--- src/rtl/enoc_node_interface.sv ---
`default_nettype none
// +--------------------------------------------------------------------------+
// | Module   : enoc_node_interface (with enoc_ni_pkg, enoc_ni_fifo)          |
// | Brief    : Endpoint <-> network port adapter with injection/ejection     |
// |            FIFOs. Optional ENOC_NI_STATS_EN adds packet counters.        |
// | Revision : 1.0                                                           |
// +--------------------------------------------------------------------------+

package enoc_ni_pkg;
    typedef logic [31:0] packet_t;
endpackage

module enoc_ni_fifo #(
    parameter int DEPTH = 4,
    parameter int W     = 32
) (
    input  logic         clk,
    input  logic         reset_n,
    input  logic         i_push_val,
    input  logic [W-1:0] i_push_data,
    output logic         o_push_rdy,
    output logic         o_pop_val,
    output logic [W-1:0] o_pop_data,
    input  logic         i_pop_en
);
    localparam int AW = $clog2(DEPTH);
    localparam int CW = AW + 1;
    localparam logic [CW-1:0] C_FULL = CW'(DEPTH);

    logic [W-1:0]  r_mem [DEPTH];
    logic [AW-1:0] r_wr_ptr;
    logic [AW-1:0] r_rd_ptr;
    logic [CW-1:0] r_count;
    logic          w_push;
    logic          w_pop;

    // Ready/valid come only from the registered count: no same-cycle bypass.
    assign o_push_rdy = (r_count != C_FULL);
    assign o_pop_val  = (r_count != '0);
    assign o_pop_data = r_mem[r_rd_ptr];
    assign w_push     = i_push_val & o_push_rdy;
    assign w_pop      = i_pop_en & o_pop_val;

    always_ff @(posedge clk or negedge reset_n) begin
        if (!reset_n) begin
            for (int i = 0; i < DEPTH; i++) begin
                r_mem[i] <= '0;
            end
            r_wr_ptr <= '0;
            r_rd_ptr <= '0;
            r_count  <= '0;
        end else begin
            if (w_push) begin
                r_mem[r_wr_ptr] <= i_push_data;
                r_wr_ptr        <= r_wr_ptr + 1'b1;
            end
            if (w_pop) begin
                r_rd_ptr <= r_rd_ptr + 1'b1;
            end
            case ({w_push, w_pop})
                2'b10:   r_count <= r_count + 1'b1;
                2'b01:   r_count <= r_count - 1'b1;
                default: r_count <= r_count;
            endcase
        end
    end
endmodule

module enoc_node_interface
    import enoc_ni_pkg::*;
#(
    parameter int INJ_DEPTH = 4,
    parameter int EJ_DEPTH  = 4
) (
    input  logic        clk,
    input  logic        reset_n,
    input  packet_t     i_src_data,
    input  logic        i_src_val,
    output logic        o_src_rdy,
    output packet_t     o_net_data,
    output logic        o_net_val,
    input  logic        i_net_en,
    input  packet_t     i_net_data,
    input  logic        i_net_val,
    output logic        o_net_en,
    output packet_t     o_snk_data,
    output logic        o_snk_val,
    input  logic        i_snk_rdy
`ifdef ENOC_NI_STATS_EN
    ,
    output logic [31:0] o_inj_count,
    output logic [31:0] o_ej_count
`endif
);
    localparam int C_PW = $bits(packet_t);

    enoc_ni_fifo #(.DEPTH(INJ_DEPTH), .W(C_PW)) u_inj_fifo (
        .clk         (clk),
        .reset_n     (reset_n),
        .i_push_val  (i_src_val),
        .i_push_data (i_src_data),
        .o_push_rdy  (o_src_rdy),
        .o_pop_val   (o_net_val),
        .o_pop_data  (o_net_data),
        .i_pop_en    (i_net_en)
    );

    enoc_ni_fifo #(.DEPTH(EJ_DEPTH), .W(C_PW)) u_ej_fifo (
        .clk         (clk),
        .reset_n     (reset_n),
        .i_push_val  (i_net_val),
        .i_push_data (i_net_data),
        .o_push_rdy  (o_net_en),
        .o_pop_val   (o_snk_val),
        .o_pop_data  (o_snk_data),
        .i_pop_en    (i_snk_rdy)
    );

`ifdef ENOC_NI_STATS_EN
    logic [31:0] r_inj_count;
    logic [31:0] r_ej_count;

    // Free-running counters; wrap naturally at 2^32.
    always_ff @(posedge clk or negedge reset_n) begin
        if (!reset_n) begin
            r_inj_count <= '0;
            r_ej_count  <= '0;
        end else begin
            if (o_net_val & i_net_en) begin
                r_inj_count <= r_inj_count + 32'd1;
            end
            if (o_snk_val & i_snk_rdy) begin
                r_ej_count <= r_ej_count + 32'd1;
            end
        end
    end

    assign o_inj_count = r_inj_count;
    assign o_ej_count  = r_ej_count;
`endif
endmodule

`default_nettype wire

--- config.mk ---
export PLATFORM = sky130hd
export DESIGN_NAME = enoc_node_interface
export DESIGN_NICKNAME = d
export VERILOG_FILES = /design/src/rtl/enoc_node_interface.sv
export SDC_FILE = /design/constraint.sdc
export NUM_CORES = 1
export LEC_CHECK = 0
export ABC_AREA = 1
export CORE_UTILIZATION = 60
export CTS_CLUSTER_SIZE = 24
export DETAILED_ROUTE_END_ITERATION = 7
export DONT_BUFFER_PORTS = 1
export PLACE_DENSITY = 0.76
export SLEW_MARGIN = 20
export SYNTH_ARGS = -nofsm -noshare
export SYNTH_HDL_FRONTEND = slang
export SYNTH_SLANG_ARGS = --single-unit
--- constraint.sdc ---
create_clock -name clk -period 4.25 [get_ports clk]
set_clock_uncertainty 0.1 [all_clocks]
set_input_delay 1.275 -clock clk [delete_from_list [all_inputs] [get_ports clk]]
set_output_delay 1.275 -clock clk [all_outputs]
set_load 0.03 [all_outputs]
==> results.tsv <==
metric	value	unit
status	complete, no violations	
cts_buffers	29	
switching_power	5.972	mW
synth_fa_ha_area_share	1.233	%
muxShareOfSynthArea	0	%
drc	0	
relSlewSlack	38.52	%
cpPeakStageDelay	0.62	ns
drt-wirelength-per-cell	18.23	um
root_buffer	clkbuf_16	
wl_met2	16.76	mm
nNetsFinal	1653	
async_flop_share	100.0	%
vias	11470	
area_delta_synth_final	4.520	%
ys_ff_latch	270	
finalSetupTns	0	ns
critical-path-top-delay-family	compound AO/OA/AOI/OAI gates	
rsz0062_at_grt	false	
leakage	7.038	nW
postSynthCellCount	1678	
grt_antenna_before_repair	0	
die_y	151.4	um
post_cts_buffers	0	
io_pins	138	
cts_tree	yes	
clock-sinks	270	
top_layer	met4	
synth_top_family_by_area	simple AND/OR/NAND/NOR gates	
grt_pass1_wl	55.08	mm
dr.pass1.iters	8	
die_w	151.4	um
synth_area_per_cell	7.984	um^2
m1WireLength	14.36	mm
hp-class	in -> async	
max_freq	0.2740	GHz
io_buffers	0	
synth-xor-area-share	0.1307	%
yosys.area.top_type	dfrtp_1	
worstSetupPathType	reg -> out	
rows	54	
syn_area	0.01340	mm^2
arrival	2.27	ns
ir_drop	0.5135	mV
fillers	1888	
intPower	6.622	mW
fin_crit_sh	85.88	%
clk_pin_slew_worst_paths	0.06	ns
clk_latency	0.53	ns
critical_path_buf_inv_count	1	
final_hold_viol_count	0	
ys.flop_type	dfrtp_1	
synth_compound_area_share	7.247	%
drt_iter0_markers	1008	
cts.repair.resized	0	
post-dp-hpwl	17.77	mm
core_area	0.02189	mm^2
path_cells	buf_4 -> nor2_1 -> o21ai_1	
p_seq_share	35.1	%
yosys-top-cells-area	dfrtp_1 (50%), nand2_1 (15%), nand4_1 (12%)	
yosys.area.top_type_share	50.43	%
synth_common_cells	nand2_1 (550), dfrtp_1 (270), nand4_1 (258), nor2_1 (192), o21ai_1 (116)	
ant_nets	0	
clkPwrFrac	19.1	%
grt_max_degree	271	
slew_violations	0	
synth_edf_count	0	
cp_max_fo	66	
max_cap_viol_count	0	
gr-usage-all-layers	29.83	%
gp_congestion	0.7623	
endpoint_kind	output pin	
crit_slowest_cell	o21ai_1	
die_area	0.02293	mm^2
globalRouteOverflowTotal	0	
final_area	0.01400	mm^2
diodes	0	
synth_most_common_cell	nand2_1	
start_util	61.20	%
routed_wl	34.13	mm
synth-seq-area-share	50.43	%
tightest_slew	0.9212	ns
drive_above_1_share	4.962	%
final-setup-viol-count	0	
placed_cell_area	0.01310	mm^2
h-tree-depth	1	
power_density	899.3	mW/mm^2
crit_path_start_kind	flop	
avgViaCountPerCell	6.126	
synth_warnings	0	
synth_fp_nets	1760	
dr_wl_met3	2.360	mm
p_comb_share	45.9	%
switching_share	47.42	%
worstPathRequired	2.87	ns
ctsHoldBuffers	0	
finalWorstPathRequiredPeriod	3.650	ns
grt_pass1_vias	10800	
synth_cell_types	20	
cts_buffer_depth	3	
yosys.area_share.simple	34.07	%
-- metrics by stage --
stage          setup WS, ns  hold slack, ns  power (mW)  cells  utilization [%]
6_report             0.6003          0.3362       12.59   1872            63.97
5_1_grt              0.4524          0.3119       13.49   1872            63.97
4_1_cts              0.6106          0.3170       12.62   1872            63.97
3_5_place_dp          1.199          0.3530       10.19   1820            59.82
3_3_place_gp          1.223          0.3475       10.01   1820            59.82
2_1_floorplan         1.516          0.3366       9.150   1678                -
-- layout make-up --
cell class,count,area [um^2],area share [%]
Clock buffer,47,883.3,6.308
Tap cell,280,350.3,2.502
Timing Repair Buffer,18,185.2,1.322
Sequential cell,270,6759,48.27
Inverter,22,82.58,0.5897
Clock inverter,5,25.02,0.1787
Multi-Input combinational cell,1230,5718,40.83
-- registers in the layout (all words and copies together) (netlist names) --
name                 flops
u_inj_fifo.r_rd_ptr      2
u_inj_fifo.r_wr_ptr      2
u_ej_fifo.r_rd_ptr       2
u_ej_fifo.r_mem        128
u_inj_fifo.r_mem       128
u_inj_fifo.r_count       3
u_ej_fifo.r_wr_ptr       2
u_ej_fifo.r_count        3
-- power by group through the flow --
stage | clock network [mW] | logic (mW) | registers [mW]
2_1_floorplan | 0 | 4.89 | 4.26
3_3_place_gp | 0 | 5.62 | 4.39
3_5_place_dp | 0 | 5.77 | 4.42
4_1_cts | 2.44 | 5.78 | 4.40
5_1_grt | 2.53 | 6.41 | 4.55
6_report | 2.40 | 5.77 | 4.42
-- per-layer routing --
layer	track usage [%]	vias to the layer above
met1	39.53	5578
met4	8.150	0
met3	4.910	50
met5	0	-
li1	-	5439
met2	50.55	401
-- cells by family after synthesis --
logic type	Yosys count
simple gates	1022
flops	270
compound gates	194
buf+inv	178
fa+ha+maj	12
xor+xnor	2
-- worst paths after layout --
check | from | end | slack, ns | depth (start not counted)
setup / recovery | u_ej_fifo.r_rd_ptr[0]$_DFFE_PN0P_ | o_snk_data[12] | 0.60 | 3
min in group clk | u_inj_fifo.r_mem[90]$_DFFE_PN0P_ | u_inj_fifo.r_mem[90]$_DFFE_PN0P_ | 0.37 | 2
setup reg to reg | u_inj_fifo.r_count[0]$_DFFE_PN0P_ | u_inj_fifo.r_mem[108]$_DFFE_PN0P_ | 1.68 | 5
hold / removal | reset_n | u_ej_fifo.r_mem[119]$_DFFE_PN0P_ | 0.34 | 0
hold reg to reg | u_inj_fifo.r_mem[90]$_DFFE_PN0P_ | u_inj_fifo.r_mem[90]$_DFFE_PN0P_ | 0.37 | 2
max in group asynchronous | reset_n | u_inj_fifo.r_mem[113]$_DFFE_PN0P_ | 3.15 | 0
-- cells in the final DEF (no fill, tap or decap) --
master     synthesis  layout
nand2_1          550     550
dfrtp_1          270     268
nand4_1          258     258
nor2_1           192     192
o21ai_1          116     116
o21ai_0           78      78
clkbuf_16          0      29
inv_1             18      18
buf_4              5      14
nand3_1           10      10
ha_1              10      10
clkbuf_1          45       9
clkbuf_8           0       9
nand3_2            8       8
clkinv_2           0       5
inv_2              4       4
buf_12             0       4
xnor2_1            2       2
nor2_2             2       2
nand2_4            2       2
fa_1               2       2
dfrtp_2            0       2
No activity file was read; power rests on OpenSTA's default activity.
